<file path="src/rtl/key_seq_pkg.sv">
// Shared types for the sequential code lock.
// Symbol width, symbol type and lock FSM states.
package key_seq_pkg;

   localparam int SYM_W = 2;

   typedef logic [SYM_W-1:0] sym_t;

   typedef enum logic [1:0] {
      IDLE,
      ENTER,
      UNLOCK,
      LOCKOUT
   } state_t;

endpackage

</file>
<file path="src/rtl/key_seq_lock_sym_eq.sv">
// Combinational symbol equality comparator.
// Compares the incoming symbol with the expected key symbol.
import key_seq_pkg::*;

module sym_eq (
   input  sym_t a,
   input  sym_t b,
   output logic eq
);

   assign eq = (a == b);

endmodule

</file>
<file path="src/rtl/key_seq_lock.sv">
// Sequential code lock checking 2-bit symbols against a programmable key.
// Define KEY_SEQ_LOCKOUT_EN to build the failed-entry lockout timer.
import key_seq_pkg::*;

module key_seq_lock #(
   parameter int N_SYM       = 4,
   parameter int MAX_FAIL    = 3,
   parameter int LOCK_CYCLES = 16
) (
   input  logic                     clk,
   input  logic                     reset,
   input  sym_t                     sym_in,
   input  logic                     sym_valid,
   input  logic                     prog,
   input  logic                     clear,
   output logic                     ready,
   output logic                     unlocked,
   output logic                     fail,
   output logic [$clog2(N_SYM)-1:0] pos,
   output logic                     locked_out
);

   localparam int PW = $clog2(N_SYM);
   localparam int FW = $clog2(MAX_FAIL + 1);
   localparam logic [PW-1:0] LAST = PW'(N_SYM - 1);

   if (N_SYM < 2 || MAX_FAIL < 1 || LOCK_CYCLES < 1) begin : g_cfg_err
      $error("key_seq_lock: illegal parameter set");
   end

   state_t          state_q;
   sym_t            key_q [N_SYM];
   logic [PW-1:0]   pos_q;
   logic [PW-1:0]   wr_idx_q;
   logic            mis_q;
   logic [FW-1:0]   fail_cnt_q;
   logic            unlocked_q;
   logic            fail_q;
   logic            sym_ok;
   logic            mis_d;
   logic [PW-1:0]   wr_idx_d;

   sym_eq u_eq (
      .a  (sym_in),
      .b  (key_q[pos_q]),
      .eq (sym_ok)
   );

   assign mis_d    = mis_q | ~sym_ok;
   assign wr_idx_d = (wr_idx_q == LAST) ? '0 : wr_idx_q + 1'b1;

`ifdef KEY_SEQ_LOCKOUT_EN
   localparam int CW = $clog2(LOCK_CYCLES + 1);
   logic [CW-1:0] cnt_q;
   logic          ready_q;
   logic          locked_q;
`endif

   always_ff @(posedge clk or posedge reset) begin
      if (reset) begin
         state_q    <= IDLE;
         for (int i = 0; i < N_SYM; i++) key_q[i] <= '0;
         pos_q      <= '0;
         wr_idx_q   <= '0;
         mis_q      <= 1'b0;
         fail_cnt_q <= '0;
         unlocked_q <= 1'b0;
         fail_q     <= 1'b0;
`ifdef KEY_SEQ_LOCKOUT_EN
         cnt_q      <= '0;
         ready_q    <= 1'b1;
         locked_q   <= 1'b0;
`endif
      end else begin
         fail_q <= 1'b0;
`ifdef KEY_SEQ_LOCKOUT_EN
         if (state_q == LOCKOUT) begin
            if (cnt_q == '0) begin
               state_q    <= IDLE;
               fail_cnt_q <= '0;
               ready_q    <= 1'b1;
               locked_q   <= 1'b0;
            end else begin
               cnt_q <= cnt_q - 1'b1;
            end
         end else
`endif
         if (clear) begin
            state_q    <= IDLE;
            pos_q      <= '0;
            mis_q      <= 1'b0;
            unlocked_q <= 1'b0;
         end else if (prog && sym_valid) begin
            key_q[wr_idx_q] <= sym_in;
            wr_idx_q   <= wr_idx_d;
            state_q    <= IDLE;
            pos_q      <= '0;
            mis_q      <= 1'b0;
            unlocked_q <= 1'b0;
         end else if (!prog && sym_valid &&
                      (state_q == IDLE || state_q == ENTER)) begin
            if (pos_q != LAST) begin
               pos_q   <= pos_q + 1'b1;
               mis_q   <= mis_d;
               state_q <= ENTER;
            end else begin
               pos_q <= '0;
               mis_q <= 1'b0;
               if (!mis_d) begin
                  state_q    <= UNLOCK;
                  unlocked_q <= 1'b1;
                  fail_cnt_q <= '0;
               end else begin
                  state_q <= IDLE;
                  fail_q  <= 1'b1;
                  if (fail_cnt_q != FW'(MAX_FAIL))
                     fail_cnt_q <= fail_cnt_q + 1'b1;
`ifdef KEY_SEQ_LOCKOUT_EN
                  // Third strike goes straight to the timed lockout
                  if (int'(fail_cnt_q) + 1 >= MAX_FAIL) begin
                     state_q  <= LOCKOUT;
                     cnt_q    <= CW'(LOCK_CYCLES - 1);
                     ready_q  <= 1'b0;
                     locked_q <= 1'b1;
                  end
`endif
               end
            end
         end
      end
   end

   assign unlocked = unlocked_q;
   assign fail     = fail_q;
   assign pos      = pos_q;

`ifdef KEY_SEQ_LOCKOUT_EN
   assign ready      = ready_q;
   assign locked_out = locked_q;
`else
   assign ready      = 1'b1;
   assign locked_out = 1'b0;
`endif

endmodule

</file>
<file path="config.mk">
export PLATFORM = sky130hd
export DESIGN_NAME = key_seq_lock
export DESIGN_NICKNAME = d
export VERILOG_FILES = /design/src/rtl/key_seq_pkg.sv /design/src/rtl/key_seq_lock_sym_eq.sv /design/src/rtl/key_seq_lock.sv
export SDC_FILE = /design/constraint.sdc
export NUM_CORES = 1
export LEC_CHECK = 0
export ABC_AREA = 1
export CELL_PAD_IN_SITES_DETAIL_PLACEMENT = 1
export CELL_PAD_IN_SITES_GLOBAL_PLACEMENT = 1
export CORE_MARGIN = 4
export CORE_UTILIZATION = 26
export CTS_CLUSTER_SIZE = 12
export DETAILED_ROUTE_END_ITERATION = 8
export PLACE_DENSITY_LB_ADDON = 0.15
export SYNTH_ARGS = -nofsm -noshare
export SYNTH_HDL_FRONTEND = slang
export SYNTH_SLANG_ARGS = --single-unit
</file>
<file path="constraint.sdc">
create_clock -name clk -period 3.8 [get_ports clk]
set_clock_uncertainty 0.2 [all_clocks]
set_input_delay 0.57 -clock clk [delete_from_list [all_inputs] [get_ports clk]]
set_output_delay 0.57 -clock clk [all_outputs]
set_load 0.05 [all_outputs]
</file>
* After elaboration in Yosys (flattened, before gate mapping)
Index checks and enable logic that the tools add are counted.
W data, S select, Z words.
** Word-level totals
- Register bits after elaboration :: 17
- Bits in latches :: 0
- RAM bits :: 0
- Memory bits (read-only) :: 0
- Input bits :: 7
- Output and inout port bits :: 6
- Memories :: 0
** Operators by class
- $add $sub $neg :: 2
- Multiply operators :: 0
- Divide/modulo/power cells :: 0
- Order comparisons :: 3
- Equal/unequal tests :: 6
- Shifts and indexed selects :: 0
- Multiplexer cells :: 30
- Bitwise logic cells :: 5
- Reductions and logical operators :: 10
** Operators by type and width (count)
- $mux W2 :: 13
- $mux W1 :: 14
- $bwmux W8 :: 1
- $ge A3 B3 Y1 const B :: 2
- $not A2 Y3 :: 2
- $add A2 B1 Y2 const B :: 2
- $bmux W2 S2 :: 1
- $demux W2 S2 :: 1
- $logic_and A1 B1 Y1 :: 4
- $lt A3 B1 Y1 const B :: 1
- $ne A3 B2 Y1 const B :: 1
- $ne A3 B3 Y1 const B :: 1
- $reduce_and A3 Y1 :: 1
- $reduce_bool A3 Y1 :: 1
- $eq A2 B1 Y1 const B :: 1
- $eq A2 B2 Y1 :: 1
- $eq A2 B2 Y1 const B :: 1
- $logic_not A2 Y1 :: 1
- $ne A2 B2 Y1 const B :: 1
- $not A1 Y1 :: 2
- $reduce_and A2 Y1 :: 1
- $logic_not A1 Y1 :: 1
- $logic_or A1 B1 Y1 :: 1
- $or A1 B1 Y1 :: 1

* Longest topological paths before layout
Gate-level depths: netlist of the first run.
- Depth after elaboration :: 12
- Mapped depth :: 9

* Modules after synthesis
From an unflattened synthesis of the first run, not the netlist that was laid out.
** Unflattened totals
- Cells, all modules :: 112
- Area, all modules :: 882.1 um2
** Modules (own cells, without submodules)
- key_seq_lock :: times used 1, cells an instance 101, area each 840.8 um2, seq. area each 400.4 um2
- sym_eq :: times used 1, cells an instance 11, area each 41.3 um2, seq. area each 0.0 um2

* Least setup slack after synthesis of the first run
OpenSTA, ideal clock, no wires.
- Path type :: register to register
- Start :: register pos_q[0], in the netlist pos[0]
- End :: register fail_q, in the netlist fail
- Library setup time :: 0.119 ns
- Arrival time :: 1.356 ns
- Slack :: 2.125 ns
- Stages on the path, launching flop included :: 9
- Buffers on the path :: 0
- Period minus slack after synthesis :: 1.675 ns
- Cells stage by stage :: dfrtp_1 inv_2 nand2_1 nand3_1 nand2_1 nand2_1 nand2_2 nand3_2 and2_1
** Between the ends
- Longest elaborated chain between the ends :: 12
- Elaborated cells on any way between the ends :: 13
** Ends and longest elaborated chain
- start: declaration :: line key_seq_lock.sv:33 : logic [PW-1:0] pos_q;
- start signal: assignment :: line key_seq_lock.sv:103 : pos_q <= pos_q + 1'b1;
- $not A2 Y3 (implied by the code) :: line key_seq_lock.sv:45 : .b (key_q[pos_q]),
- $bmux W2 S2 :: line key_seq_lock.sv:45
- $mux W2 (implied by the code) (2 in series) :: line key_seq_lock.sv:45
- $eq A2 B2 Y1 :: line key_seq_lock_sym_eq.sv:11 : assign eq = (a == b);
- $not A1 Y1 :: line key_seq_lock.sv:49 : assign mis_d = mis_q | ~sym_ok;
- $or A1 B1 Y1 :: line key_seq_lock.sv:49
- $mux W1 :: line key_seq_lock.sv:109 : if (!mis_d) begin
- $mux W1 * :: line key_seq_lock.sv:102 : if (pos_q != LAST) begin
- $mux W1 * :: line key_seq_lock.sv:100 : end else if (!prog && sym_valid &&
- $mux W1 * :: line key_seq_lock.sv:93 : end else if (prog && sym_valid) begin
- $mux W1 * :: line key_seq_lock.sv:88 : if (clear) begin
- end signal: assignment :: line key_seq_lock.sv:68 : fail_q <= 1'b0;
- end signal: assignment :: line key_seq_lock.sv:75 : fail_q <= 1'b0;
- end signal: assignment :: line key_seq_lock.sv:115 : fail_q <= 1'b1;
- end: declaration :: line key_seq_lock.sv:38 : logic fail_q;
Mark *: on every way between the ends. The rest lies on a longest branch, timed or not. The select of a mux whose other input is x is not followed.
A chain may end at the register's enable or synchronous reset.

* Worst setup path in the final report of the first run
- Start :: register pos_q[0], in the netlist pos[0]
- End :: output port pos[0]
** RTL lines
- end: declaration :: line key_seq_lock.sv:19 : output logic [$clog2(N_SYM)-1:0] pos,
No word-level cell between the ends.

==> metrics, run 1 <==
postcts setup bufs 0; first-pass GRT wire length 3381 um; PortBufs 10; slowest stage cell, crit path clkdlybuf4s50_1; worst min-delay path class register to register; row count 20; maxcap violations 0; synth unique cells 19; cell taking the most area after synthesis dfrtp_1; critical path class register to primary output; Final HPWL DP 1550 um; share of post-route cells with drive strength above 1 0.07895; cts hold-fix bufs 0; delay-heaviest family, CP buffers and inverters; Final nets 128; final hold viol count 0; Synth top cells by count nand2_1 (37), dfrtp_1 (16), o21ai_0 (12); crit path DAT 1.62 ns; Worst Tran Pin Value ~0.64 ns; Critical Path, Cell by Cell clkdlybuf4s50_1; post-synthesis register bit count 16; Crit path required time 3.03 ns; CTS tree built; Crit path largest cell delay 0.85 ns; Slew Viols, Final 0; Max Clk Rate about 420 MHz; Core Footprint 3053 um^2; worst-case vdd ir drop 288.3 uV; DIE HEIGHT 64.66 um; final antenna-violating net count 0; Placed Area 974.7 um^2; DR WL/cell 12.43 um; Initial DRC Count 25; Final min period 2.394 ns; via/cell ratio 4.272; overall routed net length 1964 um; power per cell area 504.3 nW/um^2; Post-CTS Resized 0; leakage power figure 0.4931 nW; Avg Cell Area, Syn 8.102 um^2; fillers 389; Post-Synthesis Net Count roughly 120; Synth top area share 0.4798; antenna violations before repair 0; clock tree buffer depth 2; Reg clk slew, reported paths 0.10 ns; Num CTS Buffers 3; drt first pass iters 4; Buf/Inv on CP 1; most numerous cell in the Yosys netlist nand2_1; Rel. slew slack 0.5695; worst-skew pair later-pin latency 0.29 ns; aggregate global routing overflow 0; status completed; H-tree depth 1; maximum number of pins on one net before global-route repair 17; Starting Density 0.2734; die width 64.66 um; Max Fanout on Critical Path 7; Post-synth ARST share 1.000; Tcrit/Tclk final 0.6301; Synth area leaders dfrtp_1 (48%), nand2_1 (17%), ha_1 (7.5%), o21ai_0 (7.2%), inv_1 (4.9%); CTS root buf clkbuf_4; Worst setup EP type primary output; Num Clock Sinks 16; gr usage total 0.1077; crit path launch type register; RSZ-0062 raised after global routing no; vias in the first global route 683; Area growth, synth to finish 19.49%; Ports 13; Final Cell Area 997.2 um^2; Post-synth top flop dfrtp_1; yosys warns 0; sequential area share after synthesis 0.4798; diode count 0; mapped cell area approximately 830 um^2; GPL Wtd Cong between 0.7 and 0.8; DRC 0; final setup TNS 0 ns; Post-synth EDFFs 0; cell count after synthesis 103; via count 675; full die area between 4000 and 5000 um^2; setup violators final 0
registers in the layout, summed over array words and instances, names as in the netlist:
register / cells
wr_idx_q: 2
unlocked: 1
key_q: 8
pos: 2
mis_q: 1
fail: 1
state_q: 1
through the flow:
| step | worst slack [ns] | power (mW) | cells | util | hold slack, ns |
|---|---|---|---|---|---|
| 6_report | 1.406 | 0.5029 | 158 | 0.3266 | 0.2940 |
| 5_1_grt | 1.315 | 0.5544 | 158 | 0.3266 | 0.3302 |
| 4_1_cts | 1.384 | 0.5145 | 158 | 0.3266 | 0.3044 |
| 3_5_place_dp | 1.714 | 0.4201 | 155 | 0.3193 | 0.2779 |
| 3_3_place_gp | 1.734 | 0.4112 | 155 | 0.3193 | 0.2640 |
| 2_1_floorplan | 2.125 | 0.3695 | 103 | - | 0.2480 |
area by class of cell:
| class | count | area, um^2 | share of cell area |
|---|---|---|---|
| flip-flops and latches | 16 | 400.4 | 0.4015 |
| inverters | 12 | 45.04 | 0.04517 |
| repair buffers | 10 | 100.1 | 0.1004 |
| multi-input cells | 73 | 374.1 | 0.3752 |
| well taps | 44 | 55.05 | 0.05521 |
| clock buffers | 3 | 22.52 | 0.02258 |
power breakdown:
group          total [mW]  internal, mW  switching [mW]
clock network      0.0919        0.0368          0.0551
logic               0.151        0.0597          0.0914
registers           0.260         0.222          0.0373
total               0.503         0.319           0.184
final timing paths:
| path | cells after the start | end | slack [ns] | start |
|---|---|---|---|---|
| max | 1 | pos[0] | 1.41 | pos[0] |
| min | 2 | unlocked | 0.29 | unlocked |
| max reg2reg | 8 | fail | 2.32 | pos[0] |
| min reg2reg | 2 | unlocked | 0.29 | unlocked |
| max in group asynchronous | 2 | key_q[5] | 2.52 | reset |
| min in group asynchronous | 2 | state_q[1] | 0.45 | reset |
placed cells by master (no fill, tap or decap):
cell             netlist  final
a21oi_1                1      1
and2_1                 1      1
clkbuf_4               0      3
clkdlybuf4s50_1        0     10
conb_1                 2      2
dfrtp_1               16     16
ha_1                   5      5
inv_1                 11     11
inv_2                  1      1
nand2_1               37     37
nand2_2                2      2
nand3_1                5      5
nand3_2                2      2
nand3b_1               1      1
nand4_1                1      1
nor2_1                 1      1
nor2_2                 1      1
nor3_1                 1      1
nor3b_1                1      1
o21ai_0               12     12
layer usage:
layer  vias up  share of wire  GRT usage  routed length (um)
li1        344              -          -                   -
met1       318           0.46     0.1293                 906
met2        11           0.48     0.1791                 941
met3         2          0.049    0.03986                  97
met4         0         0.0092    0.03166                  18
met5         -              0          0                   0
cell families (layout without fill, tap and decap cells):
logic type	after synthesis	after routing	share of synthesized area
and+or+nand+nor	53	53	0.2864
DFF	16	16	0.4798
buffers and inverters	14	25	0.07195
AOI/OAI and AO/OA	13	13	0.07796
adders and majority gates	5	5	0.07496
other	2	2	0.008999
(Power assumes the default switching activity.)
==> run 2, diff against run 1 <==
==> constraint.sdc (replaced) <==
create_clock -name clk -period 2.2 [get_ports clk]
set_clock_uncertainty 0.2 [all_clocks]
set_input_delay 0.33 -clock clk [delete_from_list [all_inputs] [get_ports clk]]
set_output_delay 0.33 -clock clk [all_outputs]
set_load 0.05 [all_outputs]
==> run 2 against run 1 <==
Effect of this change: sequential share of layout area is 0.10 points lower; routed wire length down 2.4%; critical endpoint is now pos[1]; clock-buffer cell count stayed put; clock power grew 77%; hold slack worse by 0.086 ns; power up 73%; highest routed layer unchanged.
==> metrics, run 2 (synthesis gave the netlist of run 1 again) <==
status completed; row count 20 (unchanged); worst-case vdd ir drop 368.7 uV (+28%); drt first pass iters 2 (-2); maxcap violations 0 (unchanged); CTS root buf clkbuf_4; Tot Pwr 0.8693 mW (+73%); DRC 0 (unchanged); worst setup path startpoint pos[1]; Most flops, register key_q; PortBufs 10 (unchanged); final antenna-violating net count 0 (unchanged); Num Clock Sinks 16 (unchanged); crit path launch type register; Crit path required time 1.67 ns (-1.36 ns); Max Fanout on Critical Path 5 (-2); aggregate global routing overflow 0 (unchanged); met1 Usage GRT 0.1346 (+0.005342); Starting Density 0.2734 (unchanged); Reg clk slew, reported paths 0.10 ns (about the same); H-tree depth 1 (unchanged); leakage power figure 0.5091 nW (+3.3%); Reg-to-Reg End fail; post-layout util 0.3275 (+0.0008200); GPL Wtd Cong 0.7490 (unchanged); via/cell ratio 4.285 (+0.30%); via count 677 (+0.30%); Final Instance Count excl. Fillers 158 (unchanged); final setup TNS 0 ns (unchanged); setup violators final 0 (unchanged); met3 Usage GRT 0.03466 (-0.005199); Crit Reg-Reg Startpoint pos[0]; Crit path largest cell delay 0.83 ns (-0.02 ns); Core Footprint 3053 um^2 (unchanged); Tcrit/Tclk final 0.9531; max reg flops 8 (unchanged); share of post-route cells with drive strength above 1 0.07895 (unchanged); DR WL/cell 12.13 um (-2.4%); Final HPWL DP 1517 um (-2.1%); antenna violations before repair 0 (unchanged); maximum number of pins on one net before global-route repair 17 (unchanged); final hold viol count 0 (unchanged); die width 64.66 um (unchanged); most frequent cells in the layout nand2_1 (37), dfrtp_1 (16), o21ai_0 (12), inv_1 (11), clkdlybuf4s50_1 (9); commonest non-fill, non-tap cell in the layout nand2_1; Buf/Inv on CP 1 (unchanged); crit path DAT 1.57 ns (-0.05 ns); Rel. slew slack 0.5660 (-0.003573); Worst Tran Pin Value 0.6503 ns (+0.005353 ns); # placed instances 155 (unchanged); first-pass GRT wire length 3346 um (-1.0%); Final min period 2.097 ns; Final nets 128 (unchanged); r2r setup slk 0.73 ns (-1.59 ns); full die area 4180 um^2 (unchanged); DIE HEIGHT 64.66 um (unchanged); M2 GR Usage 0.1701 (-0.009021); RSZ-0062 raised after global routing no; Max Clk Rate 476.9 MHz; delay-heaviest family, CP buffers and inverters; slowest stage cell, crit path clkdlybuf4s50_1; Area growth, synth to finish 19.79%; Num CTS Buffers 3 (unchanged); Worst setup EP type primary output; worst min-delay path class input port to asynchronous set/reset pin; worst-skew pair later-pin latency 0.30 ns (about the same); overall routed net length 1916 um (-2.4%); gr usage total 0.1069 (-0.0007299); Critical Path, Cell by Cell clkdlybuf4s50_1; Initial DRC Count 30 (+20%); diode count 0 (unchanged); power per cell area 869.5 nW/um^2 (+72%); critical path class register to primary output; Slew Viols, Final 0 (unchanged); CTS tree built; clock tree buffer depth 2 (unchanged); gr busiest metal met2; WP depth 1 (unchanged); R2R cell count 8 (unchanged); end point of the critical path pos[1]; Ports 13 (unchanged); vias in the first global route 680 (-0.44%)
==> run 2: cell count changes in the layout (fill, tap and decap cells not counted) <==
cell	before	now
dlymetal6s2s_1	0	1
clkdlybuf4s50_1	10	9
==> run 2: timing repair <==
| action | 4_1_cts | 5_1_grt |
|---|---|---|
| resized for setup | 0 | 1 |
| buffers inserted | 0 | 0 |
| hold buffers | 0 | 0 |
| endpoints found under the setup margin | 0 | 1 |
==> run 2: worst min path at each step <==
| stage | startpoint | endpoint | slack, ns | cells past startpoint |
|---|---|---|---|---|
| after floorplan | reset | fail | 0.04 | 1 |
| after global placement | unlocked | unlocked | 0.26 | 2 |
| after detailed placement | mis_q | mis_q | 0.28 | 2 |
| after CTS | reset | wr_idx_q[0] | 0.23 | 2 |
| after global routing | reset | wr_idx_q[0] | 0.28 | 2 |
| final | reset | wr_idx_q[0] | 0.21 | 2 |
==> run 2: where the power goes <==
part / leakage (nW) / internal, mW / switching [mW]
sequential: 0.208 / 0.384 / 0.0623
clock: 0.0138 / 0.0638 / 0.0991
combinational: 0.287 / 0.103 / 0.156
==> run 2: cell type report <==
| class | count | area (um^2) |
|---|---|---|
| Inverter | 12 | 45.04 |
| Multi-Input combinational cell | 73 | 374.1 |
| Fill cell | 387 | 2053 |
| Clock buffer | 3 | 22.52 |
| Timing Repair Buffer | 10 | 102.6 |
| Tap cell | 44 | 55.05 |
| Sequential cell | 16 | 400.4 |
==> run 2: worst reg2reg max path: cells and delay by family, from the launching register on <==
kind                   cells  cell delay, ns
buffers and inverters      1            0.10
and+or+nand+nor            7            0.58
DFF                        1            0.49
==> run 2: per-layer routing <==
layer / routed length [um] / up-vias
met5: 0 / -
met4: 31 / 0
met3: 91 / 5
met2: 907 / 10
met1: 886 / 318
li1: - / 344
==> run 2: through the flow <==
stage,hold WS [ns],area [um^2],setup WS [ns]
after floorplan,0.04374,834.6,0.5253
after global placement,0.2640,974.7,0.3744
after global routing,0.2850,999.7,0.02651
after detailed placement,0.2758,974.7,0.3592
after CTS,0.2338,997.2,0.01045
final,0.2075,999.7,0.1031
